==> config.mk <==
export PLATFORM = sky130hd
export DESIGN_NAME = mac_sequencer_flat
export DESIGN_NICKNAME = d
export VERILOG_FILES = /design/src/rtl/mac_seq_pkg.sv /design/src/rtl/mac_seq_if.sv /design/src/rtl/mac_seq_idx_cnt.sv /design/src/rtl/mac_sequencer.sv /design/src/flat_wrapper.sv
export SDC_FILE = /design/constraint.sdc
export NUM_CORES = 1
export LEC_CHECK = 0
export ABC_AREA = 0
export ABC_CLOCK_PERIOD_IN_PS = 1400
export CELL_PAD_IN_SITES_DETAIL_PLACEMENT = 1
export CELL_PAD_IN_SITES_GLOBAL_PLACEMENT = 1
export CORE_MARGIN = 2
export CORE_UTILIZATION = 24
export DETAILED_ROUTE_END_ITERATION = 7
export HOLD_SLACK_MARGIN = 0.05
export MAX_ROUTING_LAYER = met4
export PLACE_DENSITY = 0.72
export SYNTH_ARGS = -nofsm -noshare
export SYNTH_HDL_FRONTEND = slang
export SYNTH_SLANG_ARGS = --single-unit
==> constraint.sdc <==
create_clock -name CLK -period 1.4 [get_ports CLK]
set_input_delay 0.28 -clock CLK [delete_from_list [all_inputs] [get_ports CLK]]
set_output_delay 0.28 -clock CLK [all_outputs]
set_load 0.01 [all_outputs]
==> src/rtl/mac_seq_pkg.sv <==
// Shared definitions for the matrix-multiply MAC sequencer: FSM encoding,
// default matrix dimension and performance-counter width.
package mac_seq_pkg;

    localparam int DIM_DEFAULT = 4;
    localparam int PERF_W      = 32;

    typedef enum logic [2:0] {
        S_IDLE  = 3'd0,
        S_CLEAR = 3'd1,
        S_ISSUE = 3'd2,
        S_DRAIN = 3'd3,
        S_WRITE = 3'd4,
        S_DONE  = 3'd5
    } state_e;

    // DONE is deliberately not busy so that busy covers exactly the counted cycles.
    function automatic logic is_busy(input state_e s);
        return !((s == S_IDLE) || (s == S_DONE));
    endfunction

endpackage

==> src/rtl/mac_seq_if.sv <==
// Control/strobe bundle between a host (master) and the MAC sequencer (slave).
interface mac_seq_if import mac_seq_pkg::*; #(
    parameter int IDX_W = 2
) ();

    logic              start;
    logic              abort;
    logic              busy;
    logic              done;
    logic              rd_en;
    logic [IDX_W-1:0]  row_idx;
    logic [IDX_W-1:0]  col_idx;
    logic [IDX_W-1:0]  k_idx;
    logic              acc_clr;
    logic              acc_en;
    logic              res_wr_en;
    logic [PERF_W-1:0] perf_cycles;

    modport master (
        output start, abort,
        input  busy, done, rd_en, row_idx, col_idx, k_idx,
        input  acc_clr, acc_en, res_wr_en, perf_cycles
    );

    modport slave (
        input  start, abort,
        output busy, done, rd_en, row_idx, col_idx, k_idx,
        output acc_clr, acc_en, res_wr_en, perf_cycles
    );

endinterface

==> src/rtl/mac_seq_idx_cnt.sv <==
// Nested row/col/k index counter with wrap, flagging the last k and the
// last (DIM-1,DIM-1) element of the matrix.
module mac_seq_idx_cnt #(
    parameter int DIM   = 4,
    parameter int IDX_W = $clog2(DIM)
) (
    input  logic             CLK,
    input  logic             RST,
    input  logic             clr_all,
    input  logic             k_clr,
    input  logic             k_inc,
    input  logic             rc_inc,
    output logic [IDX_W-1:0] row_idx,
    output logic [IDX_W-1:0] col_idx,
    output logic [IDX_W-1:0] k_idx,
    output logic             k_last,
    output logic             elem_last
);

    localparam logic [IDX_W-1:0] LAST = IDX_W'(DIM - 1);

    logic [IDX_W-1:0] row_q, row_d;
    logic [IDX_W-1:0] col_q, col_d;
    logic [IDX_W-1:0] k_q,   k_d;

    always_comb begin
        row_d = row_q;
        col_d = col_q;
        k_d   = k_q;
        if (clr_all) begin
            row_d = '0;
            col_d = '0;
            k_d   = '0;
        end else begin
            // k saturates at LAST so it can never leave the legal range.
            if (k_clr) begin
                k_d = '0;
            end else if (k_inc && (k_q != LAST)) begin
                k_d = k_q + IDX_W'(1);
            end
            if (rc_inc) begin
                if (col_q == LAST) begin
                    col_d = '0;
                    row_d = (row_q == LAST) ? '0 : row_q + IDX_W'(1);
                end else begin
                    col_d = col_q + IDX_W'(1);
                end
            end
        end
    end

    always_ff @(posedge CLK or posedge RST) begin
        if (RST) begin
            row_q <= '0;
            col_q <= '0;
            k_q   <= '0;
        end else begin
            row_q <= row_d;
            col_q <= col_d;
            k_q   <= k_d;
        end
    end

    assign row_idx   = row_q;
    assign col_idx   = col_q;
    assign k_idx     = k_q;
    assign k_last    = (k_q == LAST);
    assign elem_last = (row_q == LAST) && (col_q == LAST);

endmodule

==> src/rtl/mac_sequencer.sv <==
// Sequencer for a DIM x DIM matrix product on one MAC: CLEAR/ISSUE/DRAIN/WRITE per
// element. Define MAC_SEQ_PERF_CNT_EN to build the busy-cycle performance counter.
module mac_sequencer import mac_seq_pkg::*; #(
    parameter int DIM   = DIM_DEFAULT,
    parameter int IDX_W = $clog2(DIM)
) (
    input  logic     CLK,
    input  logic     RST,
    mac_seq_if.slave bus
);

    state_e state_q, state_d;
    logic   acc_en_q, acc_en_d;

    logic busy, abort_hit;
    logic acc_clr, rd_en, res_wr_en, done;
    logic clr_all, k_clr, k_inc, rc_inc;
    logic k_last, elem_last;
    logic [IDX_W-1:0] row_idx, col_idx, k_idx;

    mac_seq_idx_cnt #(
        .DIM   (DIM),
        .IDX_W (IDX_W)
    ) u_idx_cnt (
        .CLK       (CLK),
        .RST       (RST),
        .clr_all   (clr_all),
        .k_clr     (k_clr),
        .k_inc     (k_inc),
        .rc_inc    (rc_inc),
        .row_idx   (row_idx),
        .col_idx   (col_idx),
        .k_idx     (k_idx),
        .k_last    (k_last),
        .elem_last (elem_last)
    );

    assign busy      = is_busy(state_q);
    assign abort_hit = bus.abort && busy;

    always_comb begin
        state_d   = state_q;
        acc_clr   = 1'b0;
        rd_en     = 1'b0;
        res_wr_en = 1'b0;
        done      = 1'b0;
        clr_all   = 1'b0;
        k_clr     = 1'b0;
        k_inc     = 1'b0;
        rc_inc    = 1'b0;
        unique case (state_q)
            S_IDLE: begin
                if (bus.start) state_d = S_CLEAR;
            end
            S_CLEAR: begin
                acc_clr = 1'b1;
                k_clr   = 1'b1;
                state_d = S_ISSUE;
            end
            S_ISSUE: begin
                rd_en = 1'b1;
                k_inc = 1'b1;
                if (k_last) state_d = S_DRAIN;
            end
            S_DRAIN: begin
                state_d = S_WRITE;
            end
            S_WRITE: begin
                res_wr_en = 1'b1;
                rc_inc    = 1'b1;
                state_d   = elem_last ? S_DONE : S_CLEAR;
            end
            S_DONE: begin
                done    = 1'b1;
                state_d = S_IDLE;
            end
            default: state_d = S_IDLE;
        endcase
        // Abort silences this cycle's strobes so no partial write or accumulate escapes.
        if (abort_hit) begin
            state_d   = S_IDLE;
            acc_clr   = 1'b0;
            rd_en     = 1'b0;
            res_wr_en = 1'b0;
            k_clr     = 1'b0;
            k_inc     = 1'b0;
            rc_inc    = 1'b0;
            clr_all   = 1'b1;
        end
        acc_en_d = rd_en;
    end

    always_ff @(posedge CLK or posedge RST) begin
        if (RST) begin
            state_q  <= S_IDLE;
            acc_en_q <= 1'b0;
        end else begin
            state_q  <= state_d;
            acc_en_q <= acc_en_d;
        end
    end

`ifdef MAC_SEQ_PERF_CNT_EN
    logic [PERF_W-1:0] perf_q, perf_d;

    always_comb begin
        perf_d = perf_q;
        if ((state_q == S_IDLE) && bus.start) begin
            perf_d = '0;
        end else if (busy) begin
            perf_d = perf_q + PERF_W'(1);
        end
    end

    always_ff @(posedge CLK or posedge RST) begin
        if (RST) perf_q <= '0;
        else     perf_q <= perf_d;
    end

    assign bus.perf_cycles = perf_q;
`else
    assign bus.perf_cycles = '0;
`endif

    assign bus.busy      = busy;
    assign bus.done      = done;
    assign bus.acc_clr   = acc_clr;
    assign bus.rd_en     = rd_en;
    assign bus.acc_en    = acc_en_q && !abort_hit;
    assign bus.res_wr_en = res_wr_en;
    assign bus.row_idx   = row_idx;
    assign bus.col_idx   = col_idx;
    assign bus.k_idx     = k_idx;

endmodule

==> src/flat_wrapper.sv <==
// flat-port wrapper written by rule: the top's interface ports become plain ports
module mac_sequencer_flat import mac_seq_pkg::*;
#(
    parameter int DIM   = DIM_DEFAULT,
    parameter int IDX_W = $clog2(DIM)
)
  (CLK, RST, bus_start, bus_abort, bus_busy, bus_done, bus_rd_en, bus_row_idx, bus_col_idx, bus_k_idx, bus_acc_clr, bus_acc_en, bus_res_wr_en, bus_perf_cycles);
  mac_seq_if #(.IDX_W(IDX_W)) bus_i ();
  input  logic CLK;
  input  logic RST;
  input wire logic [$bits(bus_i.start)-1:0] bus_start;
  input wire logic [$bits(bus_i.abort)-1:0] bus_abort;
  output wire logic [$bits(bus_i.busy)-1:0] bus_busy;
  output wire logic [$bits(bus_i.done)-1:0] bus_done;
  output wire logic [$bits(bus_i.rd_en)-1:0] bus_rd_en;
  output wire logic [$bits(bus_i.row_idx)-1:0] bus_row_idx;
  output wire logic [$bits(bus_i.col_idx)-1:0] bus_col_idx;
  output wire logic [$bits(bus_i.k_idx)-1:0] bus_k_idx;
  output wire logic [$bits(bus_i.acc_clr)-1:0] bus_acc_clr;
  output wire logic [$bits(bus_i.acc_en)-1:0] bus_acc_en;
  output wire logic [$bits(bus_i.res_wr_en)-1:0] bus_res_wr_en;
  output wire logic [$bits(bus_i.perf_cycles)-1:0] bus_perf_cycles;
  assign bus_i.start = bus_start;
  assign bus_i.abort = bus_abort;
  assign bus_busy = bus_i.busy;
  assign bus_done = bus_i.done;
  assign bus_rd_en = bus_i.rd_en;
  assign bus_row_idx = bus_i.row_idx;
  assign bus_col_idx = bus_i.col_idx;
  assign bus_k_idx = bus_i.k_idx;
  assign bus_acc_clr = bus_i.acc_clr;
  assign bus_acc_en = bus_i.acc_en;
  assign bus_res_wr_en = bus_i.res_wr_en;
  assign bus_perf_cycles = bus_i.perf_cycles;
  mac_sequencer #(.DIM(DIM), .IDX_W(IDX_W)) u_core (.CLK(CLK), .RST(RST), .bus(bus_i));
endmodule
### Word-level counts from Yosys, hierarchy flattened

Cells that the tools add are included.

| cells by class | value |
|---|---|
| add/subtract/negate cells | 3 |
| muxes and demuxes | 23 |
| eq/ne operators | 11 |
| reduce and logical (&&, ||, !) cells | 13 |

Operator list:

| kind | number |
|---|---|
| $mux W2 | 10 |
| $pmux W3 S5 | 1 |
| $mux W3 | 4 |
| $mux W1 | 8 |
| $add A2 B1 Y2 const B | 3 |
| $eq A2 B2 Y1 const B | 3 |
| $eq A3 B2 Y1 const B | 2 |
| $eq A3 B3 Y1 const B | 2 |
| $logic_and A1 B1 Y1 | 4 |
| $reduce_and A2 Y1 | 2 |
| $reduce_bool A2 Y1 | 2 |
| $eq A3 B1 Y1 const B | 1 |
| $logic_not A3 Y1 | 1 |
| $ne A3 B1 Y1 const B | 1 |
| $ne A3 B2 Y1 const B | 1 |
| $reduce_bool A3 Y1 | 1 |
| $logic_not A1 Y1 | 2 |
| $ne A2 B2 Y1 const B | 1 |
| $logic_or A1 B1 Y1 | 1 |

| word-level totals | value |
|---|---|
| bits of input ports | 4 |
| output and inout bits | 44 |
| register bits | 10 |

### Logic depth before layout (Yosys ltp)

| depth | value |
|---|---|
| word-level depth | 9 |
| depth in mapped cells | 4 |

### Cells and area by module

Synthesis repeated with hierarchy kept, for this count alone.

| unflattened totals | value |
|---|---|
| cells, all modules | 88 |
| area, all modules | 824.5 µm² |

Modules (own cells, without submodules):

| module | cells each | times used | area an instance (µm²) | sequential area each (µm²) |
|---|---|---|---|---|
| mac_sequencer | 62 | 1 | 520.5 | 100.1 |
| mac_seq_idx_cnt | 26 | 1 | 304.0 | 150.1 |

### Worst setup path before layout

No wires, ideal clock.

| timing path | value |
|---|---|
| path kind | register to register |
| from | register u_core.state_q[0] |
| to | register u_core.u_idx_cnt.k_q[0], in the netlist u_core.u_idx_cnt.k_idx[0] |
| data arrival time | 1.471 ns |
| slack | -0.158 ns |
| data required time | 1.313 ns |
| path buffers | 0 |
| library setup time | 0.087 ns |
| cell stages (with the launch flop) | 4 |
| cell sequence | dfrtp_1 > or4b_4 > or3_1 > a211oi_2 |

| between the ends | value |
|---|---|
| cells in the longest elaborated chain, start to end | 7 |

Ends and longest elaborated chain:

| element | line | source |
|---|---|---|
| start, declared | mac_sequencer.sv:12 | `state_e state_q, state_d;` |
| start signal, assigned | mac_sequencer.sv:98 | `state_q <= state_d;` |
| $eq A3 B3 Y1 or $logic_not A3 Y1 (tied branches) | mac_seq_pkg.sv:19 | `return !((s == S_IDLE) \|\| (s == S_DONE));` |
| $logic_or A1 B1 Y1 | mac_seq_pkg.sv:19 |  |
| $logic_not A1 Y1 | mac_seq_pkg.sv:19 |  |
| $logic_and A1 B1 Y1 | mac_sequencer.sv:39 | `assign abort_hit = bus.abort && busy;` |
| $mux W1 | mac_sequencer.sv:80 | `if (abort_hit) begin` |
| $mux W2 or $logic_and A1 B1 Y1 (tied branches) | mac_seq_idx_cnt.sv:36, mac_seq_idx_cnt.sv:38 |  |
| $mux W2 or $reduce_bool A3 Y1 (tied branches) | n/a |  |
| end signal, assigned | mac_seq_idx_cnt.sv:60 | `k_q <= k_d;` |
| end, declared | mac_seq_idx_cnt.sv:24 | `logic [IDX_W-1:0] k_q, k_d;` |

Several ways; a longest one is shown, not always the timed one.
A chain may end at the register's enable or synchronous reset.

### Worst setup path after layout

Ends and elaborated chain as after synthesis.

==> results <==
per-layer routing:
| layer | track usage | up-vias |
|---|---|---|
| met3 | 0.0179 | 3 |
| met2 | 0.224 | 26 |
| met5 | - | - |
| met4 | 0.0571 | 0 |
| met1 | 0.120 | 347 |
| li1 | - | 346 |
cell usage after synthesis, types with 3 or more instances:
cell,instances
clkbuf_1,3
buf_4,32
nor2_1,6
o21ai_1,3
inv_1,4
nor2b_1,3
ha_1,3
dfrtp_1,10
flip-flops by register name, indices dropped and copies added (netlist names):
name and count:
u_core.acc_en_q 1, u_core.u_idx_cnt.row_idx 2, u_core.u_idx_cnt.k_idx 2, u_core.u_idx_cnt.col_idx 2, u_core.state_q 3
through the flow:
step | setup WS (ns) | instances | total power (W) | TNS [ns] | hold slack, ns
2_1_floorplan | -0.125 | 125 | 0.000925 | -0.125 | 0.120
3_3_place_gp | -0.750 | 168 | 0.00124 | -5.47 | 0.547
3_5_place_dp | -0.747 | 168 | 0.00130 | -5.90 | 0.582
4_1_cts | -0.451 | 179 | 0.00167 | -2.88 | 0.302
5_1_grt | -0.500 | 184 | 0.00200 | -3.35 | 0.336
6_report | -0.463 | 184 | 0.00185 | -2.63 | 0.285
how the worst max path moves through the flow:
stage	start	endpoint	slack (ns)	cells past startpoint
floorplan	u_core.state_q[0]	u_core.u_idx_cnt.k_idx[0]	-0.13	3
global placement	bus_abort	bus_rd_en	-0.75	4
detailed placement	bus_abort	bus_rd_en	-0.75	4
CTS	u_core.state_q[0]	u_core.u_idx_cnt.k_idx[0]	-0.45	5
global route	u_core.state_q[0]	u_core.u_idx_cnt.k_idx[0]	-0.50	5
finish	u_core.state_q[0]	u_core.u_idx_cnt.k_idx[0]	-0.46	5
logic make-up (layout without fill, tap and decap cells):
| family | Yosys count | in the layout |
|---|---|---|
| flip-flops | 10 | 10 |
| AO/OA/AOI/OAI | 15 | 15 |
| multiplexers | 2 | 2 |
| XOR/XNOR | 1 | 1 |
| AND/OR/NAND/NOR | 22 | 22 |
| adder cells (fa/ha/maj) | 3 | 3 |
| buffers and inverters | 40 | 53 |
| other | 1 | 32 |
timing repair:
item,4_1_cts,5_1_grt
setup buffers,9,7
setup endpoints to repair,17,14
cloned,0,0
resized for setup,41,25
pin swaps,3,11
power breakdown:
group | switching, W | internal, W
clock network | 0.000110 | 0.0000999
logic | 0.000564 | 0.000669
registers | 0.0000495 | 0.000360
layout make-up:
class,count,share of cell area
multi-input cells,75,0.427
repair buffers,45,0.304
flip-flops and latches,10,0.191
well taps,46,0.0436
inverters,5,0.0180
clock buffers,3,0.0171
==> impl_metrics.json <==
{
  "synth_top_area_frac": 0.292,
  "setup_slack_ns": -0.463,
  "cts_hold_buf": 0,
  "synthArstFlopShare": 1.00,
  "fill_cells": 383,
  "fin_worst_skew_ns": 0.00571,
  "r2r-end": "u_core.u_idx_cnt.k_idx[0]",
  "grt_overflow": 0,
  "layout_common_cells": "32 x conb_1, 19 x buf_4, 12 x buf_6, 9 x dfrtp_1, 6 x dlygate4sd2_1",
  "synth_top_family_by_area": "buffers and inverters",
  "wl_met2_um": 1380,
  "antenna_found_initial": 0,
  "cts_tree": "done",
  "coreArea_um2": 3390,
  "cp_top_family": "simple AND/OR/NAND/NOR gates",
  "fin_crit_ns": 1.86,
  "ys.flop_type": "dfrtp_1",
  "synthSimpleGateAreaFrac": 0.177,
  "worstPathArrival_ns": 2.06,
  "synth_largest_area_cell": "dfrtp_1",
  "cp.buffers_inverters": 2,
  "vias_per_cell": 3.92,
  "numPortBuffers": 15,
  "grt_max_degree": 11,
  "rsz0062_at_grt": "yes",
  "finalCritPeriodShare": 1.33,
  "violations": "negative setup slack",
  "cellLeakagePower_nw": 0.688,
  "synth-compound-area-share": 0.133,
  "final_core_util": 0.389,
  "synth_xor_area_frac": 0.0102,
  "grt_pass1_vias": 737,
  "cts-root-buf": "clkbuf_4",
  "status": "finished with violations",
  "critPathSlowestCell": "or4b_4",
  "place.gp.congestion": 0.784,
  "fp.dieH_um": 63.7,
  "netlist_instances": 94,
  "criticalPathCategory": "reg2reg",
  "multi_input_area_um2": 563,
  "maxSlewViolCount": 0,
  "clkTransAtPathRegs_ns": 0.07,
  "synth_mux_area_frac": 0.0234,
  "wl_met3_um": 92,
  "cp_common_cell": "buf_6",
  "yosysSeqAreaShare": 0.292,
  "top_layer": "met4",
  "drtIter0Drc": 21,
  "synth_fa_ha_area_frac": 0.0439,
  "wl_per_cell_um": 12.8,
  "r2r_slack_ns": -0.46,
  "worstPathMaxFanout": 3,
  "drive_gt1_frac": 0.435,
  "initial_core_util": 0.252,
  "cts.htree.levels": 1,
  "ant_nets": 0,
  "syn_area_per_cell_um2": 9.10,
  "drv_cap": 0,
  "ys_top_cells_by_area": "dfrtp_1 29%, buf_4 28%, ha_1 4.4%, nor2_1 2.6%, mux2i_1 2.3%",
  "diodes": 0,
  "yosysWarnings": 0,
  "grt_usage": 0.120,
  "r2r_cells": 5,
  "grt_first_pass_wirelength_um": 3560,
  "drc": 0,
  "drt_first_pass_iters": 4,
  "die_width_um": 63.7,
  "netlist_area_um2": 856,
  "crit_path_end_kind": "register",
  "io_pins": 48,
  "dp_hpwl_um": 1660,
  "hold_viol": 0,
  "synthDistinctLibCells": 30,
  "path_cells": "buf_6 > or4b_4 > buf_6 > or3_4 > a211oi_2",
  "nets": 147,
  "clock_path_buffers": 2,
  "cellPowerDensity_nw_per_um2": 1400,
  "vias": 722,
  "slowest_delay_ns": 0.57,
  "cts.sinks": 10,
  "fp.dieArea_um2": 4060,
  "final_area_um2": 1320,
  "place_area_um2": 1060,
  "cp_data_required_time_ns": 1.59,
  "clk_latency_ns": 0.28,
  "finalWirelength_um": 2350,
  "num_rows": 21,
  "start_kind": "register",
  "regArea_um2": 251,
  "mostFrequentLayoutCell": "conb_1",
  "r2r_start": "u_core.state_q[0]",
  "fmax_mhz": 537,
  "ys_ff_latch": 10,
  "hold_class": "in2async",
  "area_growth_pct": 54.1,
  "m1WireLength_um": 842,
  "peakVddDrop_mv": 0.423,
  "setup_viol": 9,
  "cts_buffers": 3,
  "synth_edf_count": 0
}
Power figures use the tool's default switching activity.
